--- src/rtl/delay_credit_fifo_pkg.sv ---
// Shared definitions for the delay-pipeline credit FIFO: error-bit indices
// and a pointer-increment helper that wraps at any depth (not only powers of 2).
package delay_credit_pkg;

    localparam int ERR_OVF    = 0;
    localparam int ERR_CREDIT = 1;

    // Advance a circular pointer, wrapping from depth-1 back to 0.
    function automatic int unsigned ptr_inc(input int unsigned ptr, input int unsigned depth);
        if (ptr + 1 >= depth)
            return 0;
        else
            return ptr + 1;
    endfunction

endpackage

--- src/rtl/delay_credit_fifo_mem.sv ---
// Register-array storage for the credit FIFO: one synchronous write port and
// one combinational read port. Contents are not reset.
module credit_fifo_mem
    import delay_credit_pkg::*;
#(
    parameter int WIDTH = 8,
    parameter int DEPTH = 16,
    parameter int AW    = 4
) (
    input  logic             clk,
    input  logic             we,
    input  logic [AW-1:0]    waddr,
    input  logic [WIDTH-1:0] wdata,
    input  logic [AW-1:0]    raddr,
    output logic [WIDTH-1:0] rdata
);

    logic [WIDTH-1:0] mem_q [DEPTH];

    // Capture the incoming word at the write pointer.
    always_ff @(posedge clk) begin
        if (we)
            mem_q[waddr] <= wdata;
    end

    assign rdata = mem_q[raddr];

endmodule

--- src/rtl/delay_credit_fifo.sv ---
// Receiver for the no-backpressure delay pipeline: absorbs in-flight words in
// a small FWFT FIFO and hands out launch credits so the FIFO cannot overflow.
// Optional build macro: DELAY_CREDIT_FIFO_STATS_EN adds the max_occ
// high-water-mark output.
module delay_credit_fifo
    import delay_credit_pkg::*;
#(
    parameter  int WIDTH = 8,
    parameter  int DEPTH = 16,
    localparam int CNT_W = $clog2(DEPTH + 1)
) (
    input  logic             clk,
    input  logic             rst_n,
    input  logic             issue,
    output logic             can_issue,
    input  logic             in_valid,
    input  logic [WIDTH-1:0] in_data,
    output logic             out_valid,
    output logic [WIDTH-1:0] out_data,
    input  logic             out_ready,
    output logic [CNT_W-1:0] credits,
    output logic [CNT_W-1:0] occupancy,
`ifdef DELAY_CREDIT_FIFO_STATS_EN
    output logic [CNT_W-1:0] max_occ,
`endif
    output logic [1:0]       err_sticky
);

    localparam int               PTR_W   = $clog2(DEPTH);
    localparam logic [CNT_W-1:0] DEPTH_C = CNT_W'(DEPTH);

    logic [CNT_W-1:0] credits_q, credits_d;
    logic [CNT_W-1:0] occ_q, occ_d;
    logic [PTR_W-1:0] wr_ptr_q, wr_ptr_d;
    logic [PTR_W-1:0] rd_ptr_q, rd_ptr_d;
    logic [1:0]       err_q, err_d;
    logic             push, pop;

    // Handshake decode: a full FIFO still accepts a word when the head leaves the same cycle.
    always_comb begin
        pop  = (occ_q != '0) && out_ready;
        push = in_valid && ((occ_q != DEPTH_C) || pop);
    end

    // Next-state for pointers, occupancy, credits and sticky errors.
    always_comb begin
        wr_ptr_d  = wr_ptr_q;
        rd_ptr_d  = rd_ptr_q;
        occ_d     = occ_q;
        credits_d = credits_q;
        err_d     = err_q;

        if (push)
            wr_ptr_d = PTR_W'(ptr_inc(32'(wr_ptr_q), DEPTH));
        if (pop)
            rd_ptr_d = PTR_W'(ptr_inc(32'(rd_ptr_q), DEPTH));

        if (push && !pop)
            occ_d = occ_q + CNT_W'(1);
        else if (pop && !push)
            occ_d = occ_q - CNT_W'(1);

        // A credit leaves with each launch and returns when its word leaves the FIFO.
        case ({issue, pop})
            2'b10: begin
                if (credits_q != '0)
                    credits_d = credits_q - CNT_W'(1);
            end
            2'b01:   credits_d = credits_q + CNT_W'(1);
            default: credits_d = credits_q;
        endcase

        if (issue && (credits_q == '0))
            err_d[ERR_CREDIT] = 1'b1;
        if (in_valid && !push)
            err_d[ERR_OVF] = 1'b1;
    end

    // State registers, cleared asynchronously.
    always_ff @(posedge clk or negedge rst_n) begin
        if (!rst_n) begin
            credits_q <= DEPTH_C;
            occ_q     <= '0;
            wr_ptr_q  <= '0;
            rd_ptr_q  <= '0;
            err_q     <= '0;
        end else begin
            credits_q <= credits_d;
            occ_q     <= occ_d;
            wr_ptr_q  <= wr_ptr_d;
            rd_ptr_q  <= rd_ptr_d;
            err_q     <= err_d;
        end
    end

`ifdef DELAY_CREDIT_FIFO_STATS_EN
    logic [CNT_W-1:0] max_occ_q, max_occ_d;

    // High-water mark follows the occupancy being written this edge.
    always_comb begin
        max_occ_d = max_occ_q;
        if (occ_d > max_occ_q)
            max_occ_d = occ_d;
    end

    // High-water-mark register.
    always_ff @(posedge clk or negedge rst_n) begin
        if (!rst_n)
            max_occ_q <= '0;
        else
            max_occ_q <= max_occ_d;
    end

    assign max_occ = max_occ_q;
`endif

    credit_fifo_mem #(
        .WIDTH (WIDTH),
        .DEPTH (DEPTH),
        .AW    (PTR_W)
    ) u_mem (
        .clk   (clk),
        .we    (push),
        .waddr (wr_ptr_q),
        .wdata (in_data),
        .raddr (rd_ptr_q),
        .rdata (out_data)
    );

    assign out_valid  = (occ_q != '0);
    assign can_issue  = (credits_q != '0);
    assign credits    = credits_q;
    assign occupancy  = occ_q;
    assign err_sticky = err_q;

endmodule

--- config.mk ---
export PLATFORM = sky130hd
export DESIGN_NAME = delay_credit_fifo
export DESIGN_NICKNAME = d
export VERILOG_FILES = /design/src/rtl/delay_credit_fifo_pkg.sv /design/src/rtl/delay_credit_fifo_mem.sv /design/src/rtl/delay_credit_fifo.sv
export SDC_FILE = /design/constraint.sdc
export NUM_CORES = 1
export LEC_CHECK = 0
export ABC_AREA = 1
export BUFFER_PORTS_ARGS = -buffer_cell sky130_fd_sc_hd__buf_2
export CAP_MARGIN = 20
export CORE_UTILIZATION = 35
export DETAILED_ROUTE_END_ITERATION = 10
export PLACE_DENSITY = 0.62
export SETUP_SLACK_MARGIN = 0.1
export SYNTH_ARGS = -nofsm -noshare
export SYNTH_HDL_FRONTEND = slang
export SYNTH_SLANG_ARGS = --single-unit
--- constraint.sdc ---
create_clock -name clk -period 2.3 [get_ports clk]
set_input_delay 0.345 -clock clk [delete_from_list [all_inputs] [get_ports clk]]
set_output_delay 0.345 -clock clk [all_outputs]
set_load 0.05 [all_outputs]
== Word level (Yosys, flattened, before mapping) ==
Memory sizes are Yosys's and may differ from the RTL's.
Cells that the tools add are included.

* Output and inout bits: 22
* Register bits: 20
* Bits in latches: 0
* Memory bits (writable): 128
* Logic and storage cells: 42
* Bits in read-only memories: 0
* Memories: 1
* Input port bits: 13

{| class="wikitable"
|+ Memories
! name !! depth !! bits a word !! rd ports !! clocked after memory_dff !! write ports !! RTL line !! RTL
|-
| u_mem.mem_q || 16 || 8 || 1 || 0 || 1 || delay_credit_fifo_mem.sv:18 || <nowiki>logic [WIDTH-1:0] mem_q [DEPTH];</nowiki>
|}

* Add/sub/neg operators: 6
* Shifts and indexed selects: 0
* Bitwise gates (word level): 0
* Mux-type cells: 8
* Multiply operators: 0
* Magnitude comparators: 2
* Div/mod/pow operators: 0
* Equality and inequality tests: 4
* Reduce and logical (&&, ||, !) cells: 15

{| class="wikitable"
|+ Operators with widths
! kind !! number
|-
| $mux 5 || 3
|-
| $add 4x1->5 const B || 2
|-
| $add 5x1->5 const B || 2
|-
| $ge 5x5->1 const B || 2
|-
| $pmux 5 s2 || 1
|-
| $reduce_bool 5->1 || 2
|-
| $sub 5x1->5 const B || 2
|-
| $mux 4 || 2
|-
| $logic_and 1x1->1 || 6
|-
| $logic_not 5->1 || 1
|-
| $ne 5x5->1 const B || 1
|-
| $reduce_bool 2->1 || 2
|-
| $eq 2x1->1 const B || 1
|-
| $eq 2x2->1 const B || 1
|-
| $logic_not 1->1 || 2
|-
| $mux 1 || 2
|-
| $ne 2x2->1 const B || 1
|-
| $reduce_and 2->1 || 1
|-
| $logic_or 1x1->1 || 1
|}

== Depth between registers and ports, before layout ==
Gate-level depths: netlist of the first run.

* Depth in word-level cells: 8
* Depth in mapped cells: 15
* Gate-level depth less buffers: 15

== Hierarchy ==
A second synthesis of the first run with hierarchy kept.

* Cell total of the unflattened synthesis: 679
* Area, all modules: 6792.8 sq um

{| class="wikitable"
|+ Modules (own cells, without submodules)
! module !! seq. area each (sq um) !! area each (sq um) !! cells each !! times used
|-
| credit_fifo_mem || 3843.7 || 5606.6 || 543 || 1
|-
| delay_credit_fifo || 501.7 || 1186.1 || 136 || 1
|}

== Worst setup path after synthesis of the first run ==
OpenSTA, ideal clock, no wires.

* Path type: flip-flop to flip-flop
* From: register occ_q[1] (netlist: occupancy[1])
* To: register occ_q[4] (netlist: occupancy[4])
* Arrival time: 2474 ps
* Period minus slack after synthesis: 2595 ps
* Cell stages (with the launch flop): 13
* Slack: -295 ps
* Library setup time: 121 ps
* Buffers on the path: 0
* Data required time: 2179 ps
* Path through: dfrtp_1 -> nor2_1 -> nand3_2 -> nand2_2 -> ha_1 -> inv_1 -> ha_1 -> a21oi_1 -> o21ai_0 -> a21oi_1 -> o21ai_0 -> nand2_1 -> nand2_1

* Longest elaborated chain between the ends: 7
* Elaborated cells between the ends (all ways): 14
* Classes of those cells: 2 x add/sub; 1 x eq/ne; 2 x mux; 9 x reduce/logical

{| class="wikitable"
|+ RTL lines
! item !! RTL line !! RTL
|-
| start: declaration || delay_credit_fifo.sv:33 || <nowiki>logic [CNT_W-1:0] occ_q, occ_d;</nowiki>
|-
| start signal: assignment || delay_credit_fifo.sv:83 || <nowiki>occ_q <= '0;</nowiki>
|-
| start signal: assignment || delay_credit_fifo.sv:89 || <nowiki>occ_q <= occ_d;</nowiki>
|-
| $reduce_bool 5->1 (*) || n/a ||
|-
| named net out_valid || delay_credit_fifo.sv:18 || <nowiki>output logic out_valid,</nowiki>
|-
| $logic_and 1x1->1 (*) || delay_credit_fifo.sv:41 || <nowiki>pop = (occ_q != '0) && out_ready;</nowiki>
|-
| $logic_or 1x1->1 || delay_credit_fifo.sv:42 || <nowiki>push = in_valid && ((occ_q != DEPTH_C) || pop);</nowiki>
|-
| $logic_and 1x1->1 || delay_credit_fifo.sv:42 ||
|-
| $logic_not 1->1 || delay_credit_fifo.sv:60 || <nowiki>else if (pop && !push)</nowiki>
|-
| $logic_and 1x1->1 || delay_credit_fifo.sv:60 ||
|-
| $reduce_bool 2->1 (no source line) || n/a ||
|}

Mark *: on every way through the listed nets, which the timed path passes. The rest lies on a longest branch. The select of a mux whose other input is x is not followed.
A chain may end at the register's enable or synchronous reset.

== Worst setup path after layout of the first run ==
* From: register rd_ptr_q[0]
* To: output port out_data[2]

* Longest elaborated chain between the ends: 1

{| class="wikitable"
|+ RTL lines
! item !! RTL line !! RTL
|-
| start: declaration || delay_credit_fifo.sv:35 || <nowiki>logic [PTR_W-1:0] rd_ptr_q, rd_ptr_d;</nowiki>
|-
| start signal: assignment || delay_credit_fifo.sv:91 || <nowiki>rd_ptr_q <= rd_ptr_d;</nowiki>
|-
| $mem_v2 16x8 || n/a ||
|-
| end: declaration || delay_credit_fifo.sv:19 || <nowiki>output logic [WIDTH-1:0] out_data,</nowiki>
|}

No other way between the ends.

==> results.md, run 1 <==
- Tmin final: 2.28 ns
- Highest routed layer: met4
- Pre-Repair DR Iteration Count: 5
- H-tree levels: 4
- Count of pins over their slew limit: 0
- Area grow syn2layout: 26.2%
- Met1 wire length: 6.14 mm
- Crit path DAT: 1.94 ns
- Setup violators final: 0
- # fillers: 1551
- Clock skew: approximately 0.011 ns
- Synth Cell Area: 0.00627 sq mm
- P_sw: about 4700 uW
- Critical path type: reg2out
- First-pass GRT wire length: about 23 mm
- I/O Pins: 35
- Req. time, crit path: 1.96 ns
- Worst-Skew Late Latency: 0.42 ns
- Leak: 0.00288 uW
- Setup TNS: 0 ns
- FF-to-FF path depth: 13
- Vias in the first global route: 4235
- Pwr Total: 11600 uW
- P_int: 6970 uW
- Mapped Cells: roughly 520
- Number of diodes: 0
- Synth top cells by count: edfxtp_1, nor2_1, o21ai_0, nand2_1, nand3_1
- DR WL/cell: 17.3 um
- Slew @ Worst Pin: between 0.5 and 0.6 ns
- Hpwl dp: 9.21 mm
- Unique cell type count in the Yosys netlist: 27
- RSZ-0062 raised after global routing: yes
- Peak VDD IR: 0.000992 V
- Total GRT Usage: 0.165
- Clk pwr share: 0.242
- Worst-path clk slew: 0.06 ns
- Post-synthesis mux area share: 0
- Met2 WL post-DR: 7.55 mm
- Synth Area in Simple Gates: 0.120
- Clock sink total: 148
- Combinational Power Share: 0.449
- Outcome: complete, no violations
- Largest net degree at the start of global routing: 40
- Net count, final: between 600 and 700
- Synth Area in Compound Gates: 0.104
- Ys flop type: edfxtp_1
- Synth async-reset ratio: 0.135
- Core Footprint: 0.0174 sq mm
- Initial Utilization: 0.360
- PwrDens: 1470 mW/mm^2
- Worst hold path type: in2reg
- WL met3: around 640 um
- Via count: 4253
- Area share of the largest cell type after synthesis: 0.613
- Area leader, netlist: edfxtp_1
- Multi-input gate area: 0.00189 sq mm
- Root Buffer: clkbuf_16
- Initial antenna violation count: 0
- Max frequency: around 440 MHz
- Final ANT Viol Nets: 0
- Total grt overflow: 0
- CTS Buf Count: 17
- CTS tree: yes
- Synth area leaders: edfxtp_1, dfrtp_1, nor2_1
- Final GP Congestion: roughly 0.86
- IO buf count: 34
- Largest family of logic cells by synthesized area: simple AND/OR/NAND/NOR gates
- Drc violations: 0
- Seq cells post-synth: 148
- Synth Area in Adders: 0.0323
- Final Cycle Share: 0.992
- Hold Path Stages: 2
- Cell Rows: 48
- Xor and xnor area share after synthesis: 0.0140
- Max-cap viol count: 0
- Synth Warn #: 0
- Post-synth EDFFs: 128
- Die area: 0.0185 sq mm
- DR vias/cell: 5.08
- Startpoint Class: flop
- Max-slew headroom: 0.662
- Die X: between 100 and 150 um
- Layout cells sized above 1: 0.263
- Syn avg cell area: 12.0 sq um
- Post-Syn Nets: 550
- Crit path max fanout: 10
- Final wirelength: about 15 mm
- Top-count cell post-synth: edfxtp_1
- Max clock buf depth: 2
- Switch share: 0.402
- Iteration-0 DRC Markers: 314
- Sequential Power Share: 0.308
- Final hold vios: 0
- Register area: 0.00435 sq mm
- Die Ht: 136 um
- Sequential area share after synthesis: 0.693
- Worst Setup End Kind: output port
[critical path, cell delays in order (launching register included)]
cell,delay [ns]
dfrtp_2,0.49
inv_8,0.14
buf_4,0.14
nor2_1,0.04
o211ai_1,0.28
nand3_1,0.17
nand3_2,0.11
buf_6,0.16
[logic make-up (layout without fill, tap and decap cells)]
group,after synthesis,in the layout
simple gates,186,186
flops,148,148
compound gates,117,117
buf+inv,46,136
fa+ha+maj,15,15
xor+xnor,10,10
[flip-flops by register name, summed over array words and instances (netlist names)]
| register | flops |
|---|---|
| rd_ptr_q | 4 |
| u_mem.mem_q | 128 |
| wr_ptr_q | 4 |
| occupancy | 5 |
| credits | 5 |
| err_sticky | 2 |
[layer usage]
metal,vias up,global-route usage
met5,-,0
met2,105,0.284
met3,19,0.0336
met1,2110,0.208
li1,2019,-
met4,0,0.0506
[power groups by stage]
stage,clock network [uW],registers [uW],logic [uW]
3_5_place_dp,0,3620,4290
2_1_floorplan,0,3940,2770
3_3_place_gp,0,3600,4210
5_1_grt,2970,3640,5650
4_1_cts,2860,3580,4860
6_report,2820,3590,5230
[cells in the final DEF, fill, tap and decap left out, types with 4 or more instances in the layout]
cell and count:
edfxtp_1 128, nor2_1 93, nand2_1 48, o21ai_0 45
buf_4 38, o21ai_1 26, buf_2 26, nand3_1 20
clkbuf_16 18, o211ai_1 17, inv_1 16, o22ai_1 16
dfrtp_1 12, nand3_2 9, ha_1 9, buf_6 9
nor2_2 7, xor2_1 7, dfrtp_2 7, inv_6 6
o21ai_2 5, nor2_4 4, ha_4 4, buf_8 4
[worst paths after layout]
check / startpoint / endpoint / slack (ns)
max reg2reg: occupancy[0] / occupancy[4] / 0.15
max: rd_ptr_q[0] / out_data[2] / 0.02
min reg2reg: err_sticky[0] / err_sticky[0] / 0.47
min in group asynchronous: rst_n / err_sticky[0] / 0.44
max in group asynchronous: rst_n / rd_ptr_q[0] / 1.48
min: in_valid / err_sticky[0] / 0.15
[metrics by stage]
stage                     worst slack (ns)  hold slack (ns)  area (sq um)  std cells   util
after global placement               0.211            0.336          6900        790  0.396
after CTS                         -0.00141            0.144          7730        829  0.444
final                               0.0194            0.154          7920        837  0.454
after detailed placement             0.121            0.347          6900        790  0.396
after floorplan                     0.0638           0.0494          6330        522      -
after global routing               -0.0656            0.142          7920        837  0.454
[repair_timing]
action                                  4_1_cts  5_1_grt
gates cloned                                  1        1
buffers inserted                              5        7
endpoints found under the setup margin        9       11
gates resized for setup                      56       37
hold buffers                                  1        0
endpoints found under the hold margin        19        0
pin swaps                                    10       11
[area by class of cell]
| type | instances | share of cell area |
|---|---|---|
| Inverter | 22 | 0.0131 |
| Clock buffer | 20 | 0.0552 |
| Sequential cell | 148 | 0.550 |
| Multi-Input combinational cell | 328 | 0.239 |
| Tap cell | 225 | 0.0356 |
| Clock inverter | 12 | 0.0213 |
| Timing Repair Buffer | 82 | 0.0858 |
(Power assumes the default switching activity.)
==> run 2, diff against run 1 <==
--- a/config.mk
+++ b/config.mk
@@ -8,6 +8,7 @@
 export ABC_AREA = 1
 export BUFFER_PORTS_ARGS = -buffer_cell sky130_fd_sc_hd__buf_2
 export CAP_MARGIN = 20
+export CORE_ASPECT_RATIO = 0.8
 export CORE_UTILIZATION = 35
 export DETAILED_ROUTE_END_ITERATION = 10
 export PLACE_DENSITY = 0.62
==> results.md, run 2 (same netlist as run 1, synthesis figures left out) <==
- Outcome: complete, no violations
- RR Startpoint: occupancy[1]
- Worst-Skew Late Latency: between 0.4 and 0.5 ns
- Final ANT Viol Nets: 0
- Final hold vios: 0
- CTS Buf Count: 17
- Clock sink total: approximately 150
- Startpoint Class: flop
- Count of pins over their slew limit: 0
- Die area: 0.0185 sq mm
- Critical R2R Capture: occupancy[3]
- Via count: 4210
- Total GRT Usage: 0.168
- # placed instances: 795
- Layout cells sized above 1: 0.228
- I/O Pins: 35
- Worst hold path type: in2reg
- Number of diodes: 0
- RSZ-0062 raised after global routing: yes
- Die Ht: around 120 um
- Root Buffer: clkbuf_16
- PnR worst setup slack: 0.0607 ns
- Final Cycle Share: 0.974
- # fillers: 1569
- Largest register FFs: 128
- Commonest non-fill, non-tap cells in the layout: edfxtp_1, nor2_1, o21ai_0
- Finished Layout Cells: 831
- Drc violations: 0
- DR WL/cell: 17.3 um
- End of the worst hold path: err_sticky[0]
- Critical path type: reg2out
- FF-to-FF path depth: 11
- Hpwl dp: 9.39 mm
- Largest net degree at the start of global routing: 27
- Pwr Total: 11700 uW
- Net count, final: 622
- Tmin final: ~2.2 ns
- Max frequency: around 450 MHz
- CTS tree: yes
- IO buf count: 34
- Pre-Repair DR Iteration Count: 4
- Total grt overflow: 0
- Worst Setup End Kind: output port
- Hold Path Stages: 2
- Final GP Congestion: 0.792
- Max clock buf depth: 2
- Crit path DAT: 1.89 ns
- Area grow syn2layout: 25.4%
- Place WS: 0.161 ns
- Die X: 152 um
- Setup slack on the worst flop-to-flop path: 0.26 ns
- Slew @ Worst Pin: 0.485 ns
- Worst-path clk slew: 0.06 ns
- Peak VDD IR: 0.00119 V
- Initial antenna violation count: 0
- Crit path max fanout: 24
- PwrDens: 1490 mW/mm^2
- Most common cell after layout, fill and taps aside: edfxtp_1
- Core Footprint: 0.0174 sq mm
- DR vias/cell: 5.07
- Max-slew headroom: 0.677
- Cell Rows: between 40 and 50
- Largest reg by FF count: u_mem.mem_q
- Vias in the first global route: roughly 4100
- Hold_sp: in_valid
- Final wirelength: 14.3 mm
- Req. time, crit path: a little under 2 ns
- Setup violators final: 0
- Max-cap viol count: 0
- Setup TNS: 0 ns
- Iteration-0 DRC Markers: 328
- H-tree levels: 4
- First-pass GRT wire length: 22.5 mm
- Leak: 0.00289 uW
- Initial Utilization: 0.360
- Clock skew: 0.00801 ns
- Min Hold Slack: 0.152 ns
-- run 2: cell count changes in the layout (fill, tap and decap cells not counted), moves of 4 or more --
| cell | delta |
|---|---|
| o21ai_1 | -7 |
| nor2_2 | -5 |
| inv_6 | -4 |
| o21ai_0 | +11 |
| o21ai_2 | -4 |
| nor2_1 | +7 |
| buf_4 | -7 |
| bufinv_16 | +4 |
-- run 2: area by class of cell --
cell class / count / area (sq um) / area share
timing repair buffer: 77 / 654 / 0.0832
clock inverter: 12 / 234 / 0.0297
sequential: 148 / 4360 / 0.554
inverter: 22 / 96.3 / 0.0122
clock buffer: 19 / 433 / 0.0550
tap: 225 / 282 / 0.0358
multi-input combinational: 328 / 1810 / 0.230
-- run 2: layer usage --
layer / vias to the layer above / GRT usage / wire length (um)
met5: - / 0 / 0
met4: 0 / 0.0551 / 172
met3: 10 / 0.0423 / 852
met2: 97 / 0.259 / 6790
met1: 2095 / 0.232 / 6520
li1: 2008 / - / -
-- run 2: worst max path at each step --
| stage | from | end | slack (ns) | cells past startpoint |
|---|---|---|---|---|
| 2_1_floorplan | occupancy[3] | occupancy[4] | 0.06 | 14 |
| 3_3_place_gp | occupancy[3] | occupancy[4] | 0.20 | 13 |
| 3_5_place_dp | occupancy[3] | occupancy[4] | 0.16 | 13 |
| 4_1_cts | rd_ptr_q[0] | out_data[0] | 0.05 | 8 |
| 5_1_grt | rd_ptr_q[0] | out_data[7] | -0.06 | 8 |
| 6_report | rd_ptr_q[0] | out_data[4] | 0.06 | 7 |
-- run 2: power by group --
| group | internal [uW] | switching [uW] | total (uW) | leakage [uW] |
|---|---|---|---|---|
| clock | 2120 | 1010 | 3130 | 0.000320 |
| combinational | 1770 | 3180 | 4960 | 0.00118 |
| sequential | 3320 | 299 | 3620 | 0.00138 |
-- run 2: what timing repair did --
action,in CTS,in global routing
hold buffers,1,0
gates cloned,1,0
setup endpoints to repair,8,11
hold endpoints to repair,19,0
gates resized for setup,49,15
buffers inserted,2,1
pin swaps,3,5
-- run 2: worst max-delay path, cell delays in order (launching register included) --
cell and delay (ns):
dfrtp_2 0.49, inv_6 0.13, buf_12 0.17, nor2_1 0.05, o211ai_1 0.19, nand3_1 0.17
nand3_2 0.11, buf_6 0.16
-- run 2: stage by stage --
stage / cell area, sq um / utilization
3_3_place_gp: 6950 / 0.398
3_5_place_dp: 6950 / 0.398
6_report: 7870 / 0.451
2_1_floorplan: 6330 / -
4_1_cts: 7810 / 0.448
5_1_grt: 7870 / 0.451
==> run 3, diff against run 2 <==
--- a/config.mk
+++ b/config.mk
@@ -8,7 +8,7 @@
 export ABC_AREA = 1
 export BUFFER_PORTS_ARGS = -buffer_cell sky130_fd_sc_hd__buf_2
 export CAP_MARGIN = 20
-export CORE_ASPECT_RATIO = 0.8
+export CORE_ASPECT_RATIO = 1.5
 export CORE_UTILIZATION = 35
 export DETAILED_ROUTE_END_ITERATION = 10
 export PLACE_DENSITY = 0.62
==> results.md, run 3 (same netlist as run 1, synthesis figures left out) <==
- Outcome: finished with violations
- Setup slack on the worst flop-to-flop path: 0.10 ns
- # fillers: about 1600
- Via count: 4335
- M1 GR Usage: 0.187
- H-tree levels: 4
- Largest net degree at the start of global routing: 29
- Multi-input gate area: around 0.0018 sq mm
- Largest register FFs: between 100 and 150
- Req. time, crit path: 1.96 ns
- Initial antenna violation count: 0
- Count of pins over their slew limit: 0
- First-pass GRT wire length: 23.1 mm
- Layout cells sized above 1: 0.250
- Hpwl dp: 9.41 mm
- Finished Layout Cells: just over 800
- Sequential Power Share: 0.314
- FF-to-FF path depth: 11
- PnR worst setup slack: -0.0253 ns
- Min Hold Slack: 0.159 ns
- Root Buffer: clkbuf_16
- Worst Setup End Kind: output port
- Commonest non-fill, non-tap cells in the layout: edfxtp_1, nor2_1, nand2_1
- Clock skew: 0.0102 ns
- Max frequency: 430 MHz
- Iteration-0 DRC Markers: 352
- Hold Path Stages: 2
- Worst-Skew Late Latency: roughly 0.42 ns
- Die X: around 110 um
- Worst path cell trace: clkinv_4 > clkbuf_16 > o21ai_2 > o211ai_1 > nand3_1 > nand3_2 > buf_6
- Largest reg by FF count: u_mem.mem_q
- Setup violators final: 4
- Worst-path clk slew: 0.06 ns
- RSZ-0062 raised after global routing: yes
- Crit path max fanout: 13
- P_int: 6750 uW
- Final hold vios: 0
- Setup TNS: -0.0423 ns
- Met2 usage: 0.299
- Largest stage delay, worst path: 0.49 ns
- GR peak layer: met2
- Vias in the first global route: 4271
- DR vias/cell: ~5.3
- Max-slew headroom: 0.678
- CTS tree: yes
- Critical R2R Capture: occupancy[4]
- Final ANT Viol Nets: 0
- PwrDens: 1460 mW/mm^2
- Die Ht: about 170 um
- Net count, final: 627
- Slew @ Worst Pin: 0.483 ns
- Pre-Repair DR Iteration Count: 8
- Peak VDD IR: 0.000839 V
- Startpoint Class: flop
- Slowest CP cell: dfrtp_2
- Clk pwr share: 0.221
- Worst hold path type: in2reg
- Total GRT Usage: 0.168
- RR Startpoint: occupancy[1]
- Final GP Congestion: 0.820
- GR met3 Demand/Resource: 0.0354
- Failing checks: DRC, setup timing
- # placed instances: 776
- Final Cycle Share: 1.01
- CTS Buf Count: 17
- Core Footprint: between 0.015 and 0.02 sq mm
- Cell Rows: just under 60
- Most common cell after layout, fill and taps aside: edfxtp_1
- Tmin final: ~2.3 ns
- DR WL/cell: around 18 um
- I/O Pins: 35
- Switch share: 0.410
- Drc violations: 6
- Area grow syn2layout: 25.1%
- Critical path type: reg2out
- End of the worst hold path: err_sticky[0]
- Total grt overflow: 0
- Combinational Power Share: 0.465
- Initial Utilization: 0.360
- Leak: 0.00287 uW
- Max-cap viol count: 0
- Max clock buf depth: 2
- Clock sink total: 148
- P_sw: 4680 uW
- Number of diodes: 0
- Die area: 0.0185 sq mm
- Place WS: 0.0838 ns
- Final wirelength: 15.2 mm
- IO buf count: 34
- Register area: between 0.004 and 0.005 sq mm
- Hold_sp: in_valid
- Crit path DAT: 1.98 ns
run 3: changes by cell type in the layout (fill, tap and decap cells not counted), sizes merged:
| cell | delta |
|---|---|
| bufbuf | +1 |
| clkinv | +3 |
| bufinv | -6 |
| buf | +2 |
| clkbuf | +1 |
| clkinvlp | +4 |
run 3: how the worst max path moves through the flow:
stage	from	to	slack, ns	cells after the start
2_1_floorplan	occupancy[3]	occupancy[4]	0.06	14
3_3_place_gp	occupancy[3]	occupancy[4]	0.21	13
3_5_place_dp	occupancy[3]	occupancy[4]	0.08	13
4_1_cts	rd_ptr_q[0]	out_data[0]	0.01	7
5_1_grt	rd_ptr_q[0]	out_data[0]	-0.1	7
6_report	rd_ptr_q[0]	out_data[1]	-0.03	7
run 3: power by group through the flow:
stage | registers (uW) | logic (uW) | clock network, uW
floorplan | 3940 | 2770 | 0
global placement | 3590 | 4230 | 0
detailed placement | 3620 | 4310 | 0
CTS | 3570 | 4960 | 2570
global route | 3630 | 5700 | 2690
finish | 3590 | 5310 | 2520
run 3: metrics by stage:
| stage | util | total power [uW] | instance area, sq um |
|---|---|---|---|
| 2_1_floorplan | - | 6710 | 6330 |
| 3_3_place_gp | 0.396 | 7820 | 6890 |
| 3_5_place_dp | 0.396 | 7930 | 6890 |
| 4_1_cts | 0.441 | 11100 | 7680 |
| 5_1_grt | 0.450 | 12000 | 7840 |
| 6_report | 0.450 | 11400 | 7840 |
run 3: what timing repair did:
item / in CTS / in global routing
hold buffers: 1 / 0
endpoints found under the hold margin: 19 / 0
setup endpoints to repair: 9 / 11
gates resized for setup: 33 / 45
pin swaps: 9 / 14
cloned: 4 / 3
buffers inserted: 4 / 6
run 3: per-layer routing:
metal / share of wire / wire (um)
met5: 0 / 0
met4: 0.025 / 377
met3: 0.053 / 810
met2: 0.55 / 8330
met1: 0.37 / 5690
run 3: worst max-delay path: cells and delay by family, from the launching register on:
kind / cells / cell delay [ns]
flops: 1 / 0.49
simple gates: 2 / 0.28
compound gates: 2 / 0.27
buf+inv: 3 / 0.50
run 3: cell type report:
| type | instances | area share |
|---|---|---|
| sequential | 148 | 0.555 |
| timing repair buffer | 82 | 0.0949 |
| multi-input combinational | 328 | 0.235 |
| tap | 213 | 0.0340 |
| clock inverter | 13 | 0.0144 |
| clock buffer | 18 | 0.0547 |
| inverter | 22 | 0.0121 |
